$ cat config.mk
export PLATFORM = sky130hd
export DESIGN_NAME = spi_slave_regif_flat
export DESIGN_NICKNAME = d
export VERILOG_FILES = /design/src/rtl/spi_slave_regif_if.sv /design/src/rtl/spi_slave_regif.sv /design/src/flat_wrapper.sv
export SDC_FILE = /design/constraint.sdc
export NUM_CORES = 1
export LEC_CHECK = 0
export CAP_MARGIN = 15
export CORE_AREA = 3 3 94 96
export CTS_CLUSTER_SIZE = 28
export DETAILED_ROUTE_END_ITERATION = 8
export DIE_AREA = 0 0 97 99
export GPL_TIMING_DRIVEN = 0
export SYNTH_ARGS = -nofsm -noshare
export SYNTH_HDL_FRONTEND = slang
export SYNTH_SLANG_ARGS = --single-unit
$ cat constraint.sdc
create_clock -name i_clk -period 1.9 [get_ports i_clk]
set_input_delay 0.38 -clock i_clk [delete_from_list [all_inputs] [get_ports i_clk]]
set_output_delay 0.38 -clock i_clk [all_outputs]
set_load 0.1 [all_outputs]
$ cat src/rtl/spi_slave_regif_if.sv
// Register-bus side of the SPI register interface: address/data/strobes out,
// read data and its valid pulse back from the register file.
interface spi_slave_regif_if #(
    parameter int ADDR_W = 7
);
    logic [ADDR_W-1:0] o_bus_addr;
    logic [7:0]        o_bus_wdata;
    logic              o_bus_we;
    logic              o_bus_re;
    logic [7:0]        i_bus_rdata;
    logic              i_bus_rvalid;

    modport master (
        output o_bus_addr, o_bus_wdata, o_bus_we, o_bus_re,
        input  i_bus_rdata, i_bus_rvalid
    );

    modport slave (
        input  o_bus_addr, o_bus_wdata, o_bus_we, o_bus_re,
        output i_bus_rdata, i_bus_rvalid
    );
endinterface

$ cat src/rtl/spi_slave_regif.sv
// Register-access layer behind the SPI slave engine: byte 0 of a frame is {rw, addr},
// following bytes stream to/from the register bus with address auto-increment.
module spi_slave_regif #(
    parameter int         ADDR_W     = 7,
    parameter int         RD_TIMEOUT = 2,
    parameter logic [7:0] TO_DATA    = 8'hFF
) (
    input  logic               i_clk,
    input  logic               i_reset,
    input  logic [7:0]         i_rx_data,
    input  logic               i_rx_data_valid,
    input  logic               i_wip,
    output logic [7:0]         o_tx_data,
    output logic               o_tx_data_valid,
    input  logic [7:0]         i_status,
    spi_slave_regif_if.master  bus,
    output logic               o_rd_timeout,
    output logic [2:0]         dbg_state
);
    // Bus handshake: o_bus_we / o_bus_re are single-cycle strobes qualified by
    // o_bus_addr (and o_bus_wdata for writes); the register file answers a read
    // with a one-cycle i_bus_rvalid pulse carrying i_bus_rdata, at most RD_TIMEOUT
    // cycles after the cycle o_bus_re is high.

    localparam int CNT_W = (RD_TIMEOUT < 2) ? 1 : $clog2(RD_TIMEOUT);
    localparam logic [CNT_W-1:0] CNT_LAST = CNT_W'(RD_TIMEOUT - 1);

    typedef enum logic [2:0] {
        IDLE    = 3'd0,
        CMD     = 3'd1,
        RD_REQ  = 3'd2,
        RD_WAIT = 3'd3,
        RD_XFER = 3'd4,
        WR_XFER = 3'd5
    } state_t;

    state_t            state;
    logic              wip_q;
    logic [ADDR_W-1:0] addr;
    logic [CNT_W-1:0]  cnt;
    logic              wr_fire;

    // A byte already received in a write frame is committed even if i_wip drops with it.
    assign wr_fire   = (state == WR_XFER) && i_rx_data_valid;
    assign dbg_state = state;

    always_ff @(posedge i_clk or posedge i_reset) begin
        if (i_reset) begin
            state           <= IDLE;
            wip_q           <= 1'b0;
            addr            <= '0;
            cnt             <= '0;
            o_tx_data       <= '0;
            o_tx_data_valid <= 1'b0;
            o_rd_timeout    <= 1'b0;
            bus.o_bus_addr  <= '0;
            bus.o_bus_wdata <= '0;
            bus.o_bus_we    <= 1'b0;
            bus.o_bus_re    <= 1'b0;
        end else begin
            wip_q           <= i_wip;
            o_tx_data_valid <= 1'b0;
            o_rd_timeout    <= 1'b0;
            bus.o_bus_we    <= 1'b0;
            bus.o_bus_re    <= 1'b0;

            if (wr_fire) begin
                bus.o_bus_wdata <= i_rx_data;
                bus.o_bus_addr  <= addr;
                bus.o_bus_we    <= 1'b1;
                addr            <= addr + ADDR_W'(1);
            end

            if (!i_wip) begin
                state <= IDLE;
            end else begin
                case (state)
                    IDLE: begin
                        if (!wip_q) begin
                            o_tx_data       <= i_status;
                            o_tx_data_valid <= 1'b1;
                            state           <= CMD;
                        end
                    end
                    CMD: begin
                        if (i_rx_data_valid) begin
                            addr <= i_rx_data[ADDR_W-1:0];
                            if (i_rx_data[7]) begin
                                bus.o_bus_addr <= i_rx_data[ADDR_W-1:0];
                                bus.o_bus_re   <= 1'b1;
                                state          <= RD_REQ;
                            end else begin
                                state <= WR_XFER;
                            end
                        end
                    end
                    // o_bus_re is high during this state; the wait window starts next cycle.
                    RD_REQ: begin
                        cnt   <= '0;
                        state <= RD_WAIT;
                    end
                    RD_WAIT: begin
                        if (bus.i_bus_rvalid) begin
                            o_tx_data       <= bus.i_bus_rdata;
                            o_tx_data_valid <= 1'b1;
                            state           <= RD_XFER;
                        end else if (cnt == CNT_LAST) begin
                            o_tx_data       <= TO_DATA;
                            o_tx_data_valid <= 1'b1;
                            o_rd_timeout    <= 1'b1;
                            state           <= RD_XFER;
                        end else begin
                            cnt <= cnt + CNT_W'(1);
                        end
                    end
                    RD_XFER: begin
                        if (i_rx_data_valid) begin
                            addr           <= addr + ADDR_W'(1);
                            bus.o_bus_addr <= addr + ADDR_W'(1);
                            bus.o_bus_re   <= 1'b1;
                            state          <= RD_REQ;
                        end
                    end
                    WR_XFER: state <= WR_XFER;
                    default: state <= IDLE;
                endcase
            end
        end
    end
endmodule

$ cat src/flat_wrapper.sv
// flat-port wrapper written by rule: the top's interface ports become plain ports
module spi_slave_regif_flat 
#(
    parameter int         ADDR_W     = 7,
    parameter int         RD_TIMEOUT = 2,
    parameter logic [7:0] TO_DATA    = 8'hFF
)
  (i_clk, i_reset, i_rx_data, i_rx_data_valid, i_wip, o_tx_data, o_tx_data_valid, i_status, o_rd_timeout, dbg_state, bus_o_bus_addr, bus_o_bus_wdata, bus_o_bus_we, bus_o_bus_re, bus_i_bus_rdata, bus_i_bus_rvalid);
  spi_slave_regif_if #(.ADDR_W(ADDR_W)) bus_i ();
  input  logic i_clk;
  input  logic i_reset;
  input  logic [7:0] i_rx_data;
  input  logic i_rx_data_valid;
  input  logic i_wip;
  output logic [7:0] o_tx_data;
  output logic o_tx_data_valid;
  input  logic [7:0] i_status;
  output logic o_rd_timeout;
  output logic [2:0] dbg_state;
  output wire logic [$bits(bus_i.o_bus_addr)-1:0] bus_o_bus_addr;
  output wire logic [$bits(bus_i.o_bus_wdata)-1:0] bus_o_bus_wdata;
  output wire logic [$bits(bus_i.o_bus_we)-1:0] bus_o_bus_we;
  output wire logic [$bits(bus_i.o_bus_re)-1:0] bus_o_bus_re;
  input wire logic [$bits(bus_i.i_bus_rdata)-1:0] bus_i_bus_rdata;
  input wire logic [$bits(bus_i.i_bus_rvalid)-1:0] bus_i_bus_rvalid;
  assign bus_o_bus_addr = bus_i.o_bus_addr;
  assign bus_o_bus_wdata = bus_i.o_bus_wdata;
  assign bus_o_bus_we = bus_i.o_bus_we;
  assign bus_o_bus_re = bus_i.o_bus_re;
  assign bus_i.i_bus_rdata = bus_i_bus_rdata;
  assign bus_i.i_bus_rvalid = bus_i_bus_rvalid;
  spi_slave_regif #(.ADDR_W(ADDR_W), .RD_TIMEOUT(RD_TIMEOUT), .TO_DATA(TO_DATA)) u_core (.i_clk(i_clk), .i_reset(i_reset), .i_rx_data(i_rx_data), .i_rx_data_valid(i_rx_data_valid), .i_wip(i_wip), .o_tx_data(o_tx_data), .o_tx_data_valid(o_tx_data_valid), .i_status(i_status), .bus(bus_i), .o_rd_timeout(o_rd_timeout), .dbg_state(dbg_state));
endmodule
Word level (Yosys, flattened, before mapping) --
Index checks and enable logic that the tools add are counted.
Word-level totals: register bits 39, bits of input ports 29, output and inout port bits 30, word-level logic and storage cells 72
Cells by class: add/sub/neg operators 2, equality and inequality tests 12, mux-type cells 40, reduce and logical (&&, ||, !) cells 7
Operators with widths (number):
- two-way mux 7 bit | 9
- case mux 7 bit (2 select lines) | 2
- two-way mux 8 bit | 3
- two-way mux 3 bit | 7
- case mux 3 bit (6 select lines) | 1
- case mux 8 bit (2 select lines) | 1
- two-way mux 1 bit | 14
- inequality test 3 bit, second input constant | 3
- AND reduction 4 bit | 2
- adder 7 x 1 -> 7 bit, second input constant | 1
- == test 3 x 2 -> 1 bit, second input constant | 2
- == test 3 bit, second input constant | 2
- case mux 1 bit (2 select lines) | 3
- inequality test 2 bit, second input constant | 2
- inequality test 4 x 3 -> 1 bit, second input constant | 1
- nonzero test 2 bit | 2
- == test 3 x 1 -> 1 bit, second input constant | 1
- zero test 3 bit | 1
- inequality test 3 x 2 -> 1 bit, second input constant | 1
- AND reduction 3 bit | 1
- adder 1 bit, second input constant | 1
- logical AND 1 bit | 1

Longest topological paths before layout --
Gate-level depths: netlist of run 1.
word-level depth 7, mapped depth 7, depth with buffers taken out 5

Least setup slack after synthesis of run 1 --
No wires, ideal clock.
kind register to register, from reg u_core.state[0], in the netlist u_core.dbg_state[0], to reg u_core.o_tx_data[1], library setup time 83 ps, arrival 2051 ps, data required time 1817 ps, setup slack -233 ps, cell stages (with the launch flop) 8, path buffers 3, clock period less this slack 2133 ps, path through dfrtp_1 -> buf_4 -> buf_6 -> nor3_1 -> o21ai_1 -> buf_2 -> nand2_1 -> o21ai_0
Between the ends: longest elaborated chain between the ends 3, elaborated cells on any way between the ends 7, classes of those cells eq/ne (3); mux (1); reduce/logical (3)
Ends and longest elaborated chain:
- start: declaration | line spi_slave_regif.sv:37 | state_t state;
- start signal: assignment | line spi_slave_regif.sv:49 | state <= IDLE;
- start signal: assignment | line spi_slave_regif.sv:75 | state <= IDLE;
- start signal: assignment | line spi_slave_regif.sv:82 | state <= CMD;
- == test 3 x 2 -> 1 bit / zero test 3 bit (equally long branches) | line spi_slave_regif.sv:77 | case (state)
- inequality test 3 x 2 -> 1 bit (no source line), or another cell as far along
- AND reduction 4 bit (no source line)
- end signal: assignment | line spi_slave_regif.sv:80 | o_tx_data <= i_status;
- end signal: assignment | line spi_slave_regif.sv:104 | o_tx_data <= bus.i_bus_rdata;
- end: declaration | line spi_slave_regif.sv:13 | output logic [7:0] o_tx_data,
Several ways; a longest one is shown, not always the timed one. A chain may end at the register's enable or synchronous reset.

Final worst setup path of run 1 --
from reg u_core.bus.o_bus_wdata[2], to out bus_o_bus_wdata[2]
RTL lines:
- start: declaration | line spi_slave_regif_if.sv:14 | output o_bus_addr, o_bus_wdata, o_bus_we, o_bus_re,
- start signal: assignment | line spi_slave_regif.sv:68 | bus.o_bus_wdata <= i_rx_data;
- end: declaration | line flat_wrapper.sv:21 | output wire logic [$bits(bus_i.o_bus_wdata)-1:0] bus_o_bus_wdata;
No word-level cell between the ends.

==> results of run 1 <==
## cell usage after synthesis (3+ instances only)
| master | number |
|---|---|
| xor2_1 | 4 |
| nor2b_1 | 5 |
| nor3_1 | 3 |
| clkbuf_1 | 6 |
| nand2b_1 | 3 |
| nand3b_1 | 9 |
| a21oi_1 | 13 |
| o22ai_1 | 5 |
| a211o_1 | 4 |
| nand2_1 | 38 |
| nand3_1 | 7 |
| inv_1 | 7 |
| buf_4 | 3 |
| dfrtp_1 | 39 |
| o21ai_0 | 32 |
| mux2i_1 | 6 |
| xnor2_1 | 6 |
| o211ai_1 | 4 |
| nor2_1 | 13 |
| buf_2 | 11 |
## sequential cells by signal (all words and copies together), names as in the netlist
name,count
u_core.bus.o_bus_addr,7
u_core.bus.o_bus_re,1
u_core.dbg_state,3
u_core.wip_q,1
u_core.cnt,1
u_core.o_rd_timeout,1
u_core.addr,7
u_core.bus.o_bus_we,1
u_core.bus.o_bus_wdata,8
u_core.o_tx_data,8
u_core.o_tx_data_valid,1
## kinds of logic after synthesis
kind of cell / after synthesis / share of synthesized area (%)
simple gates: 92 / 20.9
mux: 7 / 3.00
fa+ha+maj: 1 / 0.525
compound gates: 90 / 24.5
flops: 39 / 41.0
xor+xnor: 10 / 3.68
buf+inv: 30 / 6.41
## power by group
part | switching [uW] | internal [uW] | total [uW]
registers | 169 | 1070 | 1240
logic | 1840 | 566 | 2400
clock network | 298 | 332 | 630
total | 2300 | 1970 | 4270
## path summary, 6_finish.rpt
check,startpoint,to,cells past startpoint
max in group asynchronous,i_reset,u_core.dbg_state[0]$_DFFE_PP0P_,2
worst max register to register,u_core.addr[1]$_DFF_PP0_,u_core.addr[6]$_DFF_PP0_,5
worst min-delay path,i_wip,u_core.wip_q$_DFF_PP0_,1
min in group asynchronous,i_reset,u_core.bus.o_bus_wdata[0]$_DFFE_PP0P_,2
worst max-delay path,u_core.bus.o_bus_wdata[2]$_DFFE_PP0P_,bus_o_bus_wdata[2],1
worst min register to register,u_core.bus.o_bus_wdata[6]$_DFFE_PP0P_,u_core.bus.o_bus_wdata[6]$_DFFE_PP0P_,2
## metal layers
metal,vias up,routed length (um),track usage [%]
met1,1073,2970,18.1
met2,102,2950,22.7
met3,8,635,3.68
met5,-,0,0
met4,0,87,4.43
li1,1097,-,-
## timing repair
item                                    CTS  global route
gates resized for setup                  46            27
hold endpoints to repair                  0             0
pin swaps                                 0             0
endpoints found under the setup margin   30            26
## final cells by class
class,instances,area (um^2)
clock buffers,8,100
fillers,851,4990
repair buffers,57,522
inverters,8,30.0
multi-input cells,200,1260
flip-flops and latches,39,980
plain buffers,22,124
well taps,105,131
## metrics by stage
step	area (um^2)	hold slack, ns
after floorplan	2380	0.411
after global placement	3090	0.456
after detailed placement	3090	0.461
after CTS	3170	0.477
after global routing	3140	0.395
final	3140	0.389
==> reports/results.ini, run 1 <==
[sta]
period_minus_slack_ns = 1.87
fin_skew_ns = 0.00522
fin_ws_ns = 0.0338
relSlewSlack_pct = 36.0
setup_viol = 0
fmax_mhz = 536
hold_viol = 0
final.period_utilization_pct = 98.2
fin_tns_setup_ns = 0
rsz0062_at_grt = no
slew_violations = 0
worst_pin_slew_ns = 0.963

[clock_network]
clk_pin_slew_ns = 0.08
cts_tree = done
clock-sinks = 39
clk_path_buf_depth = 2
numCtsBuffers = 5
cts_root_buf = clkbuf_8
ctsHtreeMaxLevel = 2
cts_hold_buf = 0
clkLatencyLatePin_ns = 0.29
post-cts-setup-buffer-count = 0

[setup_path]
worst_setup_path_end_kind = primary output
critPathSlowestCell = dlygate4sd2_1
critPathMaxFanout = 2
critical_path_class = reg2out
cp.arrival_ns = 1.49
cp_cell_sequence = dlygate4sd2_1
critPathMaxStageDelay_ns = 0.85
worst-path-buf-inv = 1
cp-start-kind = flip-flop
r2r_slack_ns = 0.16
critical-path-top-delay-family = buffers and inverters
required_ns = 1.52

[global_routing]
overflow = 0
grt_pass1_wl_um = 10900
antenna_found_initial = 0
grt_usage_pct = 13.9
grt_max_degree = 40
grt_pass1_vias = 2188

[placement]
pre_cts_ws_ns = -0.253
dp_hpwl_um = 4750
gp_congestion = 0.857
port_buffers = 57
dpl.cell_count = 431

[detailed_routing]
drc_errors = 0
wl_um = 6650
vias = 2280
first_pass_iters = 5
drt_iter0_markers = 176
wl_per_cell_um = 15.1
via_per_inst = 5.19
ant_nets = 0

[final_layout]
fin_nets = 363
layout_common_cells = nand2_1 (38), dfrtp_1 (36), o21ai_0 (32), clkdlybuf4s50_1 (26)
num_antenna_cells = 0
finalNonFillerCells = 439
synthToLayoutAreaGrowth_pct = 32.0
drive_above_1_share_pct = 15.6
final_core_util_pct = 38.6
final_common_cell = nand2_1

[yosys]
async_reset_ff_share_pct = 100
synth_seq_area_share_pct = 41.0
synth-edff-count = 0
syn-num-nets = 299
synth.top_cells.by_area = dfrtp_1 (41%), o21ai_0 (6.7%), nand2_1 (6.0%), nand3b_1 (2.8%), a21oi_1 (2.7%)
synthFlopType = dfrtp_1
yosys.area.top_type = dfrtp_1
syn_avg_cell_area_um2 = 8.85
ys_types = 60
synth_top_area_share_pct = 41.0
syn-cell-area_um2 = 2380
ys.warnings.count = 0
ys_seq_elements = 39
syn_inst = 269

[run_status]
status = finished clean

[floorplanning]
initial_core_util_pct = 29.3
io_pins = 59
dieHeight_um = 99
rows = 33
dieArea_um2 = 9600
core_area_um2 = 8130
die_w_um = 97

[pwr]
p_total_uw = 4270
p_per_area_nw_per_um2 = 1360
leakagePower_uw = 0.00141
ir_drop_uv = 589

[worst_hold_path]
hold_path.class = in2reg

[job]
maxCapViolCount = 0

No activity file was read; power rests on OpenSTA's default activity.
==> inputs of run 2 (changes only) <==
--- a/config.mk
+++ b/config.mk
@@ -11,6 +11,7 @@
 export DETAILED_ROUTE_END_ITERATION = 8
 export DIE_AREA = 0 0 97 99
 export GPL_TIMING_DRIVEN = 0
+export PLACE_DENSITY_LB_ADDON = 0.2
 export SYNTH_ARGS = -nofsm -noshare
 export SYNTH_HDL_FRONTEND = slang
 export SYNTH_SLANG_ARGS = --single-unit
==> reports/results.ini, run 2 (synthesis gave the netlist of run 1 again) <==
[run_status]
status = finished clean

[clock_network]
clk_pin_slew_ns = 0.07  ; about the same
post-cts-setup-buffer-count = 0  ; unchanged
clk_path_buf_depth = 2  ; unchanged
clock-sinks = 39  ; unchanged
clkLatencyLatePin_ns = 0.29  ; about the same
cts_hold_buf = 0  ; unchanged
numCtsBuffers = 5  ; unchanged
cts_root_buf = clkbuf_8
cts_tree = done
ctsHtreeMaxLevel = 2  ; unchanged

[placement]
gp_congestion = 0.790  ; -7.8%
pre_cts_ws_ns = -0.306  ; -0.0523 ns
dp_hpwl_um = 4890  ; +2.8%
port_buffers = 57  ; unchanged

[setup_path]
critPathMaxStageDelay_ns = 0.85  ; about the same
cp-start-kind = flip-flop
r2r_cells = 5  ; unchanged
worst_setup_path_end_kind = primary output
required_ns = 1.52  ; about the same
cp.arrival_ns = 1.48  ; about the same
crit_cells = 1  ; unchanged
critical_path_class = reg2out
cp_cell_sequence = dlygate4sd2_1
critical-path-top-delay-family = buffers and inverters
critPathMaxFanout = 2  ; unchanged
worst-path-buf-inv = 1  ; unchanged
critPathSlowestCell = dlygate4sd2_1

[final_layout]
drive_above_1_share_pct = 15.0  ; -0.60 points
layout_common_cells = nand2_1 (38), dfrtp_1 (36), o21ai_0 (32), clkdlybuf4s50_1 (26)
synthToLayoutAreaGrowth_pct = 32.2
final_common_cell = nand2_1
reg_top3 = u_core.bus.o_bus_wdata (8), u_core.o_tx_data (8)
fin_nets = 363  ; unchanged
num_antenna_cells = 0  ; unchanged

[floorplanning]
dieArea_um2 = 9600  ; unchanged
io_pins = 59  ; unchanged
dieHeight_um = 99  ; unchanged
core_area_um2 = 8130  ; unchanged
die_w_um = 97  ; unchanged
initial_core_util_pct = 29.3  ; unchanged
rows = 33  ; unchanged

[sta]
hold_viol = 0  ; unchanged
relSlewSlack_pct = 36.4  ; +0.41 points
fmax_mhz = 538  ; +0.32%
final.period_utilization_pct = 97.9  ; -0.31 points
rsz0062_at_grt = no
fin_tns_setup_ns = 0  ; unchanged
fin_skew_ns = 0.00790  ; +0.00268 ns
slew_violations = 0  ; unchanged
fin_ws_ns = 0.0397  ; +0.00590 ns
setup_viol = 0  ; unchanged
worst_pin_slew_ns = 0.957  ; -0.00620 ns
period_minus_slack_ns = 1.86  ; -0.00590 ns

[detailed_routing]
wl_per_cell_um = 15.5  ; +2.3%
vias = 2263  ; -0.75%
wl_um = 6800  ; +2.3%
first_pass_iters = 6  ; +1
via_per_inst = 5.15  ; -0.75%
drt_iter0_markers = 91  ; -48%
ant_nets = 0  ; unchanged
drc_errors = 0  ; unchanged

[global_routing]
grt_pass1_wl_um = 11600  ; +6.6%
overflow = 0  ; unchanged
grt_usage_pct = 14.8  ; +0.81 points
grt_max_degree = 40  ; unchanged
grt_pass1_vias = 2393  ; +9.4%
antenna_found_initial = 0  ; unchanged

[pwr]
leakagePower_uw = 0.00140  ; -0.99%
ir_drop_uv = 488  ; -17%
p_per_area_nw_per_um2 = 1340  ; -1.3%

[job]
maxCapViolCount = 0  ; unchanged

[worst_hold_path]
hold_path.class = in2reg
whs_path_depth = 1  ; unchanged

-- run 2: report_power, final --
part           switching, uW  internal, uW
Sequential               175          1070
Clock                    293           258
Combinational           1840           590
Total                   2310          1920
-- run 2: timing repair --
action | 4_1_cts | 5_1_grt
resized for setup | 47 | 26
pin swaps | 0 | 0
gates cloned | 0 | 0
setup endpoints to repair | 30 | 31
-- run 2: final cells by class --
cell class	instances	area, um^2
fill	822	4990
multi-input combinational	200	1250
sequential	39	980
timing repair buffer	57	547
tap	105	131
buffer	22	124
clock buffer	7	76.3
inverter	8	30.0
clock inverter	1	5.00
-- run 2: path summary, 6_finish.rpt --
| path | end | slack [ns] | from |
|---|---|---|---|
| worst max-delay path | o_tx_data[2] | 0.04 | u_core.o_tx_data[2]$_DFFE_PP0P_ |
| max in group asynchronous | u_core.dbg_state[2]$_DFFE_PP0P_ | 0.76 | i_reset |
| worst max register to register | u_core.addr[6]$_DFF_PP0_ | 0.18 | u_core.addr[1]$_DFF_PP0_ |
| worst min register to register | u_core.bus.o_bus_wdata[2]$_DFFE_PP0P_ | 0.48 | u_core.bus.o_bus_wdata[2]$_DFFE_PP0P_ |
| worst min-delay path | u_core.wip_q$_DFF_PP0_ | 0.39 | i_wip |
| min in group asynchronous | u_core.o_tx_data_valid$_DFF_PP0_ | 0.56 | i_reset |
-- run 2: metrics by stage --
| step | power [uW] | area, um^2 | instances | hold slack (ns) | utilization (%) |
|---|---|---|---|---|---|
| after floorplan | 3170 | 2380 | 269 | 0.411 | - |
| after global placement | 3780 | 3090 | 431 | 0.457 | 37.9 |
| after detailed placement | 3800 | 3090 | 431 | 0.466 | 37.9 |
| after CTS | 4260 | 3150 | 439 | 0.480 | 38.7 |
| after global routing | 4460 | 3150 | 439 | 0.407 | 38.7 |
| final | 4230 | 3150 | 439 | 0.392 | 38.7 |
-- run 2: per-layer routing --
metal  up-vias  GRT usage, %  routed length (um)
met5         -             0                   0
met4         0          4.54                  62
met3         7          3.47                 475
met2        87          24.7                3140
met1      1075          18.9                3120
li1       1094             -                   -
==> inputs of run 3 (changes only) <==
--- a/config.mk
+++ b/config.mk
@@ -6,10 +6,11 @@
 export NUM_CORES = 1
 export LEC_CHECK = 0
 export CAP_MARGIN = 15
-export CORE_AREA = 3 3 94 96
+export CORE_AREA = 4 4 95 97
 export CTS_CLUSTER_SIZE = 28
 export DETAILED_ROUTE_END_ITERATION = 8
-export DIE_AREA = 0 0 97 99
+export DIE_AREA = 0 0 99 101
+export GPL_ROUTABILITY_DRIVEN = 0
 export GPL_TIMING_DRIVEN = 0
 export PLACE_DENSITY_LB_ADDON = 0.2
 export SYNTH_ARGS = -nofsm -noshare
==> reports/results.ini, run 3 (synthesis gave the netlist of run 1 again) <==
[detailed_routing]
first_pass_iters = 5  ; -1
vias = 2271  ; +0.35%
via_per_inst = 5.17  ; +0.35%
drc_errors = 0  ; unchanged
wl_um = 6850  ; +0.82%
ant_nets = 0  ; unchanged
drt_iter0_markers = 123  ; +35%
wl_per_cell_um = 15.6  ; +0.82%

[global_routing]
met3_usage_pct = 3.74  ; +0.27 points
grt_usage_pct = 14.3  ; -0.48 points
grt_pass1_wl_um = 11500  ; -1.5%
antenna_found_initial = 0  ; unchanged
grt_max_degree = 40  ; unchanged
top_usage_layer = met2
use_met2_pct = 23.6  ; -1.1 points
overflow = 0  ; unchanged
met1_usage_pct = 18.0  ; -0.95 points
grt_pass1_vias = 2344  ; -2.0%

[sta]
rsz0062_at_grt = no
hold_slack_ns = 0.384  ; -0.00771 ns
slew_violations = 0  ; unchanged
setup_viol = 0  ; unchanged
fmax_mhz = 534  ; -0.66%
period_minus_slack_ns = 1.87  ; +0.0123 ns
fin_ws_ns = 0.0273  ; -0.0123 ns
fin_tns_setup_ns = 0  ; unchanged
hold_viol = 0  ; unchanged
worst_pin_slew_ns = 0.976  ; +0.0190 ns
fin_skew_ns = 0.00499  ; -0.00291 ns
final.period_utilization_pct = 98.6  ; +0.65 points
relSlewSlack_pct = 35.2  ; -1.3 points

[setup_path]
critical-path-top-delay-family = buffers and inverters
cp.arrival_ns = 1.49  ; about the same
cp-start-kind = flip-flop
critPathMaxStageDelay_ns = 0.83  ; -0.02 ns
crit_cells = 1  ; unchanged
critPathMaxFanout = 2  ; unchanged
critical_path_class = reg2out
rr_startpoint = u_core.addr[1]$_DFF_PP0_
worst-path-buf-inv = 1  ; unchanged
required_ns = 1.52  ; about the same
critPathSlowestCell = clkdlybuf4s15_1
critPathLaunch = u_core.o_tx_data[4]$_DFFE_PP0P_
r2r_cells = 5  ; unchanged
worst_setup_path_end_kind = primary output
cp_cell_sequence = clkdlybuf4s15_1

[placement]
dpl.cell_count = 431  ; unchanged
pre_cts_ws_ns = -0.327  ; -0.0210 ns
dp_hpwl_um = 4950  ; +1.2%
port_buffers = 57  ; unchanged

[clock_network]
clkLatencyLatePin_ns = 0.30  ; about the same
clk_path_buf_depth = 2  ; unchanged
numCtsBuffers = 5  ; unchanged
clk_pin_slew_ns = 0.07  ; about the same
ctsHtreeMaxLevel = 2  ; unchanged
cts_root_buf = clkbuf_8
clock-sinks = 39  ; unchanged
cts_tree = done

[floorplanning]
initial_core_util_pct = 29.3  ; unchanged
dieHeight_um = 101  ; +2.0%
core_area_um2 = 8130  ; unchanged
io_pins = 59  ; unchanged
die_w_um = 99  ; +2.1%
rows = 33  ; unchanged
dieArea_um2 = 10000  ; +4.1%

[final_layout]
layout_common_cells = nand2_1 (38), dfrtp_1 (36), o21ai_0 (32), clkdlybuf4s50_1 (26), a21oi_1 (13)
synthToLayoutAreaGrowth_pct = 32.6
final_common_cell = nand2_1
num_antenna_cells = 0  ; unchanged
finalNonFillerCells = 439  ; unchanged
drive_above_1_share_pct = 16.5  ; +1.5 points
reg_top3 = u_core.bus.o_bus_wdata (8), u_core.o_tx_data (8)
fin_nets = 363  ; unchanged

[pwr]
ir_drop_uv = 709  ; +45%
leakagePower_uw = 0.00141  ; +0.46%
p_per_area_nw_per_um2 = 1360  ; +1.4%
p_total_uw = 4300  ; +1.6%

[job]
maxCapViolCount = 0  ; unchanged

[run_status]
status = finished clean

[worst_hold_path]
hold_path.class = in2reg
hold_path.startpoint = i_wip
whs_path_depth = 1  ; unchanged

## run 3: power breakdown
group / internal [uW] / total, uW / switching (uW)
sequential: 1070 / 1240 / 169
combinational: 582 / 2420 / 1840
clock: 332 / 633 / 301
## run 3: path summary, 6_finish.rpt
check | to | slack (ns)
worst min-delay path | u_core.wip_q$_DFF_PP0_ | 0.38
max in group asynchronous | u_core.dbg_state[2]$_DFFE_PP0P_ | 0.77
worst min register to register | u_core.bus.o_bus_wdata[3]$_DFFE_PP0P_ | 0.47
min in group asynchronous | u_core.bus.o_bus_addr[2]$_DFF_PP0_ | 0.56
worst max-delay path | o_tx_data[4] | 0.03
worst max register to register | u_core.addr[6]$_DFF_PP0_ | 0.17
## run 3: repair_timing
| item | 4_1_cts | 5_1_grt |
|---|---|---|
| setup endpoints to repair | 31 | 26 |
| buffers inserted | 0 | 0 |
| hold buffers | 0 | 0 |
| gates resized for setup | 56 | 21 |
| gates cloned | 0 | 0 |
| hold endpoints to repair | 0 | 0 |
## run 3: stage by stage
stage	util, %	cell area, um^2
finish	38.8	3160
floorplan	-	2380
CTS	39.1	3180
detailed placement	37.9	3090
global route	38.8	3160
global placement	37.9	3090
## run 3: layer usage
metal,share of wire [%],wire length [um],up-vias
met1,44,3010,1090
met2,47,3200,77
met4,1.4,95,0
met5,0,0,-
met3,8.0,551,8
li1,-,-,1096
## run 3: worst register-to-register path, delay by kind of cell, from the launching register on
family	cells	cell delay, ns
AO/OA/AOI/OAI	2	0.45
AND/OR/NAND/NOR	2	0.43
flip-flops	1	0.43
adder cells (fa/ha/maj)	1	0.29
## run 3: cell type report
| cell class | instances | area (um^2) |
|---|---|---|
| plain buffers | 22 | 124 |
| clock buffers | 8 | 100 |
| fillers | 815 | 4980 |
| inverters | 8 | 30.0 |
| multi-input cells | 200 | 1260 |
| flip-flops and latches | 39 | 980 |
| well taps | 105 | 131 |
| repair buffers | 57 | 533 |
